==> config.mk <==
export PLATFORM = sky130hd
export DESIGN_NAME = status_flag_unit
export DESIGN_NICKNAME = d
export VERILOG_FILES = /design/src/rtl/status_pkg.sv /design/src/rtl/flag_compute.sv /design/src/rtl/status_flag_unit.sv
export SDC_FILE = /design/constraint.sdc
export NUM_CORES = 1
export LEC_CHECK = 0
export BUFFER_PORTS_ARGS = -buffer_cell sky130_fd_sc_hd__buf_2
export CELL_PAD_IN_SITES_DETAIL_PLACEMENT = 0
export CELL_PAD_IN_SITES_GLOBAL_PLACEMENT = 1
export CORE_MARGIN = 3
export CORE_UTILIZATION = 28
export DETAILED_ROUTE_END_ITERATION = 8
export PLACE_DENSITY = 0.73
export SYNTH_ARGS = -nofsm -noshare
export SYNTH_HDL_FRONTEND = slang
export SYNTH_SLANG_ARGS = --single-unit
==> constraint.sdc <==
create_clock -name clk -period 1.63 [get_ports clk]
set_clock_uncertainty 0.15 [all_clocks]
set_input_delay 0.2445 -clock clk [delete_from_list [all_inputs] [get_ports clk]]
set_output_delay 0.2445 -clock clk [all_outputs]
set_load 0.01 [all_outputs]
==> src/rtl/status_pkg.sv <==
// rtl/status_pkg.sv - shared flag indices, op_class encodings and flags type
package status_pkg;

  localparam int FLAG_Z = 3;
  localparam int FLAG_C = 2;
  localparam int FLAG_N = 1;
  localparam int FLAG_V = 0;

  typedef enum logic [1:0] {
    OP_ARITH = 2'b00,
    OP_LOGIC = 2'b01,
    OP_MUL   = 2'b10,
    OP_RSVD  = 2'b11
  } op_class_e;

  // Packed {z,c,n,v}; this order is what the condition checker decodes.
  typedef logic [3:0] flags_t;

endpackage

==> src/rtl/flag_compute.sv <==
// rtl/flag_compute.sv - combinational next-flag computation from ALU/shifter outputs
module flag_compute
  import status_pkg::*;
(
  input  logic [1:0]  op_class_i,
  input  logic [31:0] alu_result_i,
  input  logic        alu_c_i,
  input  logic        alu_v_i,
  input  logic        shift_c_i,
  input  flags_t      base_i,
  output flags_t      flags_o
);

  always_comb begin
    flags_o         = base_i;
    flags_o[FLAG_Z] = (alu_result_i == 32'd0);
    flags_o[FLAG_N] = alu_result_i[31];
    case (op_class_e'(op_class_i))
      OP_ARITH: begin
        flags_o[FLAG_C] = alu_c_i;
        flags_o[FLAG_V] = alu_v_i;
      end
      OP_LOGIC: flags_o[FLAG_C] = shift_c_i;
      // Multiply (and the never-accepted reserved class) keep c/v from base.
      default: ;
    endcase
  end

endmodule

==> src/rtl/status_flag_unit.sv <==
// rtl/status_flag_unit.sv - pending/committed status flags; STATUS_FWD_EN enables pending-flag bypass on sr_fwd
module status_flag_unit
  import status_pkg::*;
(
  input  logic        clk,
  input  logic        rst_n,
  input  logic        upd_valid,
  input  logic        s_bit,
  input  logic [1:0]  op_class,
  input  logic [31:0] alu_result,
  input  logic        alu_c,
  input  logic        alu_v,
  input  logic        shift_c,
  input  logic        stall,
  input  logic        flush,
  output logic [3:0]  sr,
  output logic [3:0]  sr_fwd,
  output logic        upd_pending,
  output logic [15:0] commit_cnt
);

  flags_t      sr_q, sr_d;
  flags_t      pend_q, pend_d;
  logic        pending_q, pending_d;
  logic [15:0] cnt_q, cnt_d;

  flags_t      base;
  flags_t      new_flags;
  logic        accept;
  logic        commit;

  assign accept = upd_valid & s_bit & ~stall & ~flush & (op_class != OP_RSVD);
  assign commit = pending_q & ~stall & ~flush;
  // Back-to-back updates must build on the still-uncommitted flags.
  assign base   = pending_q ? pend_q : sr_q;

  flag_compute u_flag_compute (
    .op_class_i   (op_class),
    .alu_result_i (alu_result),
    .alu_c_i      (alu_c),
    .alu_v_i      (alu_v),
    .shift_c_i    (shift_c),
    .base_i       (base),
    .flags_o      (new_flags)
  );

  always_comb begin
    sr_d      = sr_q;
    pend_d    = pend_q;
    pending_d = pending_q;
    cnt_d     = cnt_q;
    if (flush) begin
      pend_d    = '0;
      pending_d = 1'b0;
    end else if (!stall) begin
      if (commit) begin
        sr_d      = pend_q;
        cnt_d     = cnt_q + 16'd1;
        pending_d = 1'b0;
      end
      if (accept) begin
        pend_d    = new_flags;
        pending_d = 1'b1;
      end
    end
  end

  always_ff @(posedge clk) begin
    if (!rst_n) begin
      sr_q      <= '0;
      pend_q    <= '0;
      pending_q <= 1'b0;
      cnt_q     <= '0;
    end else begin
      sr_q      <= sr_d;
      pend_q    <= pend_d;
      pending_q <= pending_d;
      cnt_q     <= cnt_d;
    end
  end

  assign sr          = sr_q;
  assign upd_pending = pending_q;
  assign commit_cnt  = cnt_q;

`ifdef STATUS_FWD_EN
  assign sr_fwd = !rst_n ? 4'b0000 : (pending_q ? pend_q : sr_q);
`else
  assign sr_fwd = !rst_n ? 4'b0000 : sr_q;
`endif

endmodule
==> results of run 1 <==
logic make-up (layout without fill, tap and decap cells):
| family | after synthesis | in the layout | share of synthesized area (%) |
|---|---|---|---|
| and+or+nand+nor | 81 | 81 | 39.9 |
| xor gates and xnor gates | 10 | 10 | 6.72 |
| buffers and inverters | 5 | 97 | 2.02 |
| AOI/OAI and AO/OA | 23 | 23 | 9.60 |
| muxes | 3 | 3 | 2.40 |
| adders and majority gates | 1 | 1 | 0.960 |
| DFF | 25 | 25 | 38.4 |
cells in the mapped netlist:
library cell / count / share of area, %
nor3b_4: 1 / 1.4
mux2_2: 1 / 0.86
o31ai_1: 2 / 1.2
xor2_1: 1 / 0.67
clkbuf_1: 2 / 0.58
nor2_1: 12 / 3.5
o21ai_0: 5 / 1.9
or4_1: 1 / 0.58
or3b_4: 1 / 0.86
nor4_1: 8 / 3.8
buf_6: 1 / 0.86
and2_1: 5 / 2.4
nand2b_1: 3 / 1.4
nand4bb_1: 1 / 0.86
nand3_2: 1 / 0.77
ha_1: 1 / 0.96
nor3_1: 2 / 0.77
xnor2_1: 9 / 6.1
a211oi_1: 2 / 1.2
mux2i_1: 2 / 1.5
a21oi_1: 13 / 5.0
nand4_2: 2 / 1.9
inv_1: 1 / 0.29
or3_1: 3 / 1.4
or2_0: 1 / 0.48
nor3_2: 1 / 0.77
and4_1: 1 / 0.67
clkinv_1: 1 / 0.29
nand4_1: 5 / 2.4
o21ai_1: 1 / 0.38
nand3_1: 7 / 2.7
dfxtp_1: 25 / 38
nand2_1: 21 / 6.1
and3_1: 1 / 0.48
nor4_4: 4 / 6.5
final timing paths:
| kind | start | to | slack (ns) | cells after the start |
|---|---|---|---|---|
| setup / recovery | upd_pending | commit_cnt[12] | 0.06 | 4 |
| hold / removal | alu_result[31] | pend_q[1] | 0.10 | 3 |
| setup reg to reg | upd_pending | commit_cnt[12] | 0.06 | 4 |
| hold reg to reg | pend_q[1] | sr[1] | 0.31 | 2 |
tightest hold or removal path, cell delays in order:
cell     delay, ns
buf_2         0.11
nand2_1       0.06
a21oi_1       0.06
metal layers:
metal | vias to the layer above | wire [um] | GRT usage (%)
li1 | 719 | - | -
met1 | 613 | 1600 | 16.8
met2 | 59 | 1700 | 23.4
met3 | 3 | 267 | 1.89
met4 | 0 | 35 | 6.04
met5 | - | 0 | 0
placed cells by master, fill, tap and decap left out, types with 6 or more instances in the layout:
cell type / n
nor2_1: 12
nor4_1: 8
dfxtp_2: 7
xnor2_1: 9
nand2_1: 21
nand3_1: 6
dfxtp_1: 16
buf_4: 24
buf_2: 67
a21oi_1: 12
sequential cells by signal, indices dropped and copies added (netlist names):
register     cells
sr               4
commit_cnt      16
upd_pending      1
pend_q           4
layout make-up:
| type | count | area (um^2) | area share [%] |
|---|---|---|---|
| multi-input combinational | 118 | 805 | 41.2 |
| sequential | 25 | 517 | 26.4 |
| timing repair buffer | 91 | 515 | 26.4 |
| tap | 52 | 65.1 | 3.33 |
| clock buffer | 4 | 45.0 | 2.30 |
| inverter | 2 | 7.51 | 0.384 |
report_power, final:
part	internal, mW	total (mW)	switching, mW
combinational	0.0537	0.0988	0.0451
sequential	0.608	0.608	0.000624
clock	0.175	0.376	0.201
total	0.837	1.08	0.247
timing repair:
item                                    CTS  global route
endpoints found under the hold margin     0             0
resized for setup                         0             5
endpoints found under the setup margin    4             8
pin swaps                                 2             3
==> impl_metrics.csv, run 1 <==
group,metric,value,unit
detailed_routing,drc,0,
yosys,yosysWarnings,0,
place,numPlacedInstances,289,
critical_path,critPathMaxStageDelay,0.47,ns
final_layout,n_antenna_cell,0,
critical_path,end_kind,"register",
cts,clockBufferDepth,2,
timing,hold_violations,0,
critical_path,worstPathArrival,1.59,ns
pwr,ir_drop,322,uV
final_layout,final_core_util,44.3,%
yosys,synthCells,148,
timing,slew_viol_final,0,
grt,grtUsageTotal,13.6,%
die,die_w,74.2,um
detailed_routing,routed_wl,3.59,mm
critical_path,crit_path_top_delay_cell,"or3b_4",
yosys,syn_nets,192,
yosys,ys_seq_area_share,38.4,%
cts,h-tree-depth,1,
grt,antenna_found_initial,0,
die,die_y,74.2,um
die,ioPinCount,68,
critical_path,cp_data_required_time,1.65,ns
detailed_routing,via_per_inst,4.77,
place,dp_slack,-0.0814,ns
yosys,synth_cell_type_count,35,
flow_run,drv_cap,0,
final_layout,instances_no_fill,292,
grt,grt_max_degree,14,
yosys,syn-cell-area,0.00130,mm^2
detailed_routing,vias,1394,
timing,fin_hold_ws,0.100,ns
critical_path,critPathTopFamily,"simple AND/OR/NAND/NOR gates",
timing,period_needed,1.57,ns
yosys,synth_seq_cells,25,
place,place_congestion,0.757,
critical_path,crit_chain,"or3b_4, nor4_4, xnor2_1, nor2_1",
detailed_routing,firstDrtPassIters,3,
timing,max_slew_margin,81.1,%
detailed_routing,first_iter_violations,40,
cts,cts_tree,"done",
timing,fin_crit_sh,96.3,%
place,dp_hpwl,2.97,mm
critical_path,cp.buffers_inverters,0,
grt,grt-ovfl-total,0,
cts,ctsHoldBuffers,0,
die,initial_core_util,29.5,%
place,port_buffers,67,
final_layout,fillCellCount,435,
timing,tightest_slew,0.282,ns
cts,cts_buffers,3,
timing,setup_ws,0.0603,ns
critical_path,path_class,"register to register",
timing,rsz0062_at_grt,"yes",
critical_path,cp-start-kind,"register",
die,core-area,0.00441,mm^2
critical_path,cp_max_fo,8,
die,rows,24,
detailed_routing,ant_nets,0,
die,die_area,0.00551,mm^2
timing,setup_tns,0,ns
final_layout,drive_gt1_share,48.8,%
cts,post_cts_buffers,0,
grt,grt_pass1_vias,1311,
grt,grt_pass1_wl,5.78,mm
final_layout,area_delta_synth_final,50.0,%
pwr,power_leakage,0.909,nW
cts,cts-root-buf,"clkbuf_8",
status,status,"complete, no violations",
min_path,hp-class,"input port to register",
pwr,cellPowerDensity,555,mW/mm^2
cts,cts.sinks,25,
detailed_routing,drt-wirelength-per-cell,12.3,um
final_layout,layout.nets,285,
cts,clk_pin_slew,0.09,ns
yosys,avgSynthCellArea,8.80,um^2
cts,clock_latency,0.27,ns
pwr,power,1.08,mW
final_layout,final_cell_area,0.00195,mm^2
timing,setup_viol,0,
place,placed_area,0.00192,mm^2
timing,max_freq,637,MHz
Note: power is estimated with default switching activity, not from simulation.
==> inputs of run 2 (changes only) <==
CELL_PAD_IN_SITES_DETAIL_PLACEMENT = 1   (was 0)
==> impl_metrics.csv, run 2 (same netlist as run 1, synthesis figures left out) <==
group,metric,value,unit
status,status,"complete, no violations",
cts,clock_latency,0.28,ns
final_layout,n_antenna_cell,0,
pwr,clkPwrFrac,34.9,%
timing,slew_viol_final,0,
grt,grt_pass1_vias,1499,
cts,cts_buffers,3,
cts,cts.sinks,25,
detailed_routing,firstDrtPassIters,4,
final_layout,final_cell_mix,"buf_2, buf_4, nand2_1, dfxtp_1",
timing,setup_tns,0,ns
die,ioPinCount,68,
timing,tightest_slew,0.276,ns
flow_run,drv_cap,0,
final_layout,layout.nets,285,
grt,grt-ovfl-total,0,
cts,cts_tree,"done",
critical_path,timing.rr.start,"commit_cnt[9]",
timing,setup_viol,0,
critical_path,worstPathArrival,1.67,ns
place,place_congestion,0.757,
critical_path,cp-start-kind,"register",
grt,antenna_found_initial,0,
pwr,switching_share,23.0,%
critical_path,crit_path_top_delay_cell,"or4_4",
detailed_routing,drt-wirelength-per-cell,13.8,um
min_path,hp-start,"alu_result[31]",
detailed_routing,drc,0,
die,rows,24,
cts,clockBufferDepth,2,
critical_path,path_class,"register to register",
detailed_routing,routed_wl,4.03,mm
detailed_routing,vias,1470,
critical_path,critPathTopFamily,"simple AND/OR/NAND/NOR gates",
pwr,power,1.09,mW
critical_path,startpoint,"commit_cnt[9]",
die,core-area,0.00441,mm^2
die,die_y,74.2,um
final_layout,mostFrequentLayoutCell,"buf_2",
pwr,cellPowerDensity,555,mW/mm^2
grt,busiest_layer,"met2",
critical_path,crit_chain,"nand4_4, or2_0, or4_4, a21oi_2",
critical_path,end_kind,"register",
die,initial_core_util,29.5,%
cts,h-tree-depth,1,
grt,use_met1,17.7,%
grt,met3_usage,2.84,%
detailed_routing,ant_nets,0,
final_layout,drive_gt1_share,49.2,%
die,die_area,0.00551,mm^2
timing,setup_ws,0.0183,ns
grt,grtUsageTotal,15.5,%
timing,period_needed,1.61,ns
grt,grt_pass1_wl,6.56,mm
pwr,pwr-share-seq,56.0,%
final_layout,area_delta_synth_final,50.3,%
timing,fin_hold_ws,0.0911,ns
place,dp_slack,-0.0984,ns
grt,grt_max_degree,14,
timing,hold_violations,0,
cts,post_cts_buffers,0,
timing,fin_crit_sh,98.9,%
critical_path,cp_max_fo,3,
detailed_routing,first_iter_violations,31,
timing,max_freq,620,MHz
cts,cts-root-buf,"clkbuf_8",
critical_path,critPathMaxStageDelay,0.53,ns
pwr,internal_power,837,uW
pwr,combPwrFrac,9.1,%
timing,max_slew_margin,81.4,%
critical_path,cp_data_required_time,1.69,ns
critical_path,cp.buffers_inverters,0,
pwr,ir_drop,308,uV
place,port_buffers,67,
place,dp_hpwl,3.43,mm
pwr,p_sw,250,uW
cts,clk_pin_slew,0.09,ns
pwr,power_leakage,0.911,nW
timing,rsz0062_at_grt,"yes",
final_layout,largest_reg_flops,16,
min_path,hp-class,"input port to register",
detailed_routing,via_per_inst,5.03,
cts,ctsHoldBuffers,0,
die,die_w,74.2,um
grt,grt_util_met2,27.9,%
==> run 2: worst paths after layout <==
| kind | endpoint | slack [ns] | cells past startpoint |
|---|---|---|---|
| max reg2reg | commit_cnt[14] | 0.02 | 4 |
| min | pend_q[1] | 0.09 | 3 |
| min reg2reg | sr[1] | 0.31 | 2 |
| max | commit_cnt[14] | 0.02 | 4 |
==> run 2: metrics by stage <==
step	util, %	instances	cell area (um^2)
finish	44.4	292	1960
detailed placement	43.4	289	1920
global placement	43.4	289	1920
global route	44.4	292	1960
floorplan	-	148	1340
CTS	44.0	292	1940
==> run 2: area by class of cell <==
type	instances	area, um^2
Fill cell	550	2460
Sequential cell	25	517
Timing Repair Buffer	91	515
Tap cell	52	65.1
Clock buffer	4	45.0
Inverter	2	7.51
Multi-Input combinational cell	118	808
==> run 2: power by group through the flow <==
stage	registers [mW]	clock network (mW)	logic (mW)
2_1_floorplan	0.625	0	0.0263
3_3_place_gp	0.625	0	0.0991
3_5_place_dp	0.625	0	0.102
4_1_cts	0.609	0.393	0.101
5_1_grt	0.609	0.417	0.111
6_report	0.608	0.379	0.0990
==> run 2: tightest hold or removal path, stage by stage <==
cell and delay, ns:
buf_2 0.11, nand2_1 0.06, a21oi_1 0.05
==> run 2: repair_timing <==
action / CTS / global route
setup endpoints to repair: 5 / 6
pin swaps: 2 / 3
gates resized for setup: 1 / 4
==> run 2: routing by layer <==
layer  vias up  routed length, um
met2        61               2000
met4         0                 48
met5         -                  0
met3         3                304
li1        719                  -
met1       687               1690
==> inputs of run 3 (changes only) <==
ABC_AREA = 1   (was not set)
CORE_ASPECT_RATIO = 1.75   (was not set)
CORE_UTILIZATION = 27   (was 28)
PLACE_DENSITY = 0.74   (was 0.73)
==> impl_metrics.csv, run 3 <==
group,metric,value,unit
status,status,"complete, no violations",
critical_path,end_kind,"register",
timing,fin_hold_ws,0.127,ns
place,numPlacedInstances,343,
pwr,combPwrFrac,9.9,%
yosys,yosysTopAreaCell,"dfxtp_1",
final_layout,largest_reg_flops,16,
critical_path,worstPathArrival,1.55,ns
yosys,synth-main-ff-cell,"dfxtp_1",
critical_path,cp_data_required_time,1.67,ns
cts,cts_tree,"done",
cts,post_cts_buffers,0,
place,port_buffers,67,
yosys,syn-cell-area,0.00139,mm^2
timing,tightest_slew,0.282,ns
final_layout,final_core_util,37.8,%
pwr,switching_share,24.5,%
die,die_area,0.00608,mm^2
detailed_routing,drc,0,
yosys,avgSynthCellArea,6.38,um^2
cts,cts-root-buf,"clkbuf_8",
timing,rsz0062_at_grt,"no",
final_layout,instances_no_fill,347,
timing,max_slew_margin,81.2,%
die,die_y,101,um
yosys,synth-edff-count,0,
yosys,synth_seq_cells,25,
yosys,ys_seq_area_share,36.0,%
yosys,async_reset_ff_share,0,%
critical_path,cp_max_fo,4,
yosys,synth_commonest_cells,"nor2_1, nand2_1, inv_1, dfxtp_1",
timing,period_needed,1.51,ns
grt,grt-ovfl-total,0,
pwr,cellPowerDensity,591,mW/mm^2
final_layout,drive_gt1_share,32.4,%
detailed_routing,firstDrtPassIters,2,
detailed_routing,ant_nets,0,
cts,clockBufferDepth,2,
critical_path,path_class,"register to register",
pwr,clkPwrFrac,35.0,%
timing,fin_crit_sh,92.9,%
pwr,internal_power,840,uW
die,initial_core_util,27.9,%
cts,clk_pin_slew,0.09,ns
final_layout,area_delta_synth_final,35.3,%
cts,ctsHoldBuffers,0,
final_layout,layout.nets,338,
grt,antenna_found_initial,0,
cts,h-tree-depth,1,
flow_run,drv_cap,0,
min_path,hp-class,"input port to register",
yosys,synth_area_leaders,"dfxtp_1, nor2_1, nand2_1",
pwr,p_sw,272,uW
timing,max_freq,660,MHz
timing,hold_violations,0,
yosys,syn_nets,262,
cts,cts_buffers,3,
detailed_routing,vias,1630,
grt,grt_pass1_wl,7.30,mm
grt,grt_max_degree,16,
die,rows,34,
grt,grt_pass1_vias,1687,
place,dp_hpwl,3.64,mm
yosys,synth_top_area_share,36.0,%
die,core-area,0.00498,mm^2
final_layout,n_antenna_cell,0,
timing,setup_tns,0,ns
pwr,ir_drop,387,uV
timing,setup_viol,0,
place,place_congestion,0.772,
detailed_routing,via_per_inst,4.70,
final_layout,final_cell_mix,"buf_2, nor2_1, nand2_1, inv_1, dfxtp_1",
die,die_w,60.2,um
cts,clock_latency,0.28,ns
grt,grtUsageTotal,15.7,%
yosys,synth.most_common_cell,"nor2_1",
pwr,power_leakage,0.946,nW
cts,cts.sinks,25,
detailed_routing,routed_wl,4.34,mm
pwr,pwr-share-seq,55.1,%
final_layout,mostFrequentLayoutCell,"buf_2",
die,ioPinCount,68,
yosys,synthCells,218,
timing,slew_viol_final,0,
detailed_routing,first_iter_violations,18,
critical_path,cp-start-kind,"register",
yosys,yosysWarnings,0,
detailed_routing,drt-wirelength-per-cell,12.5,um
yosys,synth_cell_type_count,24,
[run 3: cell type report]
cell class,count,area (um^2)
clock buffer,3,41.3
clock inverter,1,5.00
fill,683,3100
inverter,31,116
multi-input combinational,160,767
sequential,25,503
tap,54,67.6
timing repair buffer,73,380
[run 3: path summary, 6_finish.rpt]
check,startpoint,slack (ns),end,cells past startpoint
setup / recovery,commit_cnt[1],0.12,commit_cnt[8],6
hold / removal,alu_result[31],0.13,pend_q[1],3
setup reg to reg,commit_cnt[1],0.12,commit_cnt[8],6
hold reg to reg,pend_q[1],0.32,sr[1],2
[run 3: kinds of logic (layout without fill, tap and decap cells)]
| family | after synthesis | after routing | share of synthesized area [%] |
|---|---|---|---|
| and+or+nand+nor | 132 | 132 | 43.7 |
| xor gates and xnor gates | 1 | 1 | 0.630 |
| adders and majority gates | 1 | 1 | 0.900 |
| AOI/OAI and AO/OA | 26 | 26 | 9.63 |
| buffers and inverters | 33 | 108 | 9.18 |
| DFF | 25 | 25 | 36.0 |
[run 3: power by group through the flow]
stage | Clock, mW | Combinational (mW) | Sequential, mW
floorplan | 0 | 0.0426 | 0.628
global placement | 0 | 0.109 | 0.627
detailed placement | 0 | 0.111 | 0.627
CTS | 0.405 | 0.111 | 0.613
global route | 0.429 | 0.125 | 0.614
finish | 0.390 | 0.110 | 0.613
[run 3: repair_timing]
action / in CTS / in global routing
endpoints found under the hold margin: 0 / 0
setup endpoints to repair: 2 / 5
pin swaps: 0 / 1
gates resized for setup: 1 / 2
[run 3: per-stage QoR]
step / power [mW] / instance area, um^2 / worst slack, ns
global route: 1.17 / 1880 / 0.000155
finish: 1.11 / 1880 / 0.116
CTS: 1.13 / 1880 / 0.0545
global placement: 0.736 / 1830 / 0.000704
detailed placement: 0.739 / 1830 / 0.00950
floorplan: 0.670 / 1390 / 0.223
[run 3: worst max-delay path: stages, from the launching register on]
cell and delay, ns:
dfxtp_1 0.41, ha_1 0.25, nand3_4 0.12, nor3b_2 0.31, nand2_1 0.08, nand2_1 0.06, nor2_1 0.04
[run 3: layer usage]
layer	global-route usage, %	share of wire (%)
met5	0	0
met1	15.1	35
met2	30.0	56
met3	2.95	5.8
met4	7.34	3.1
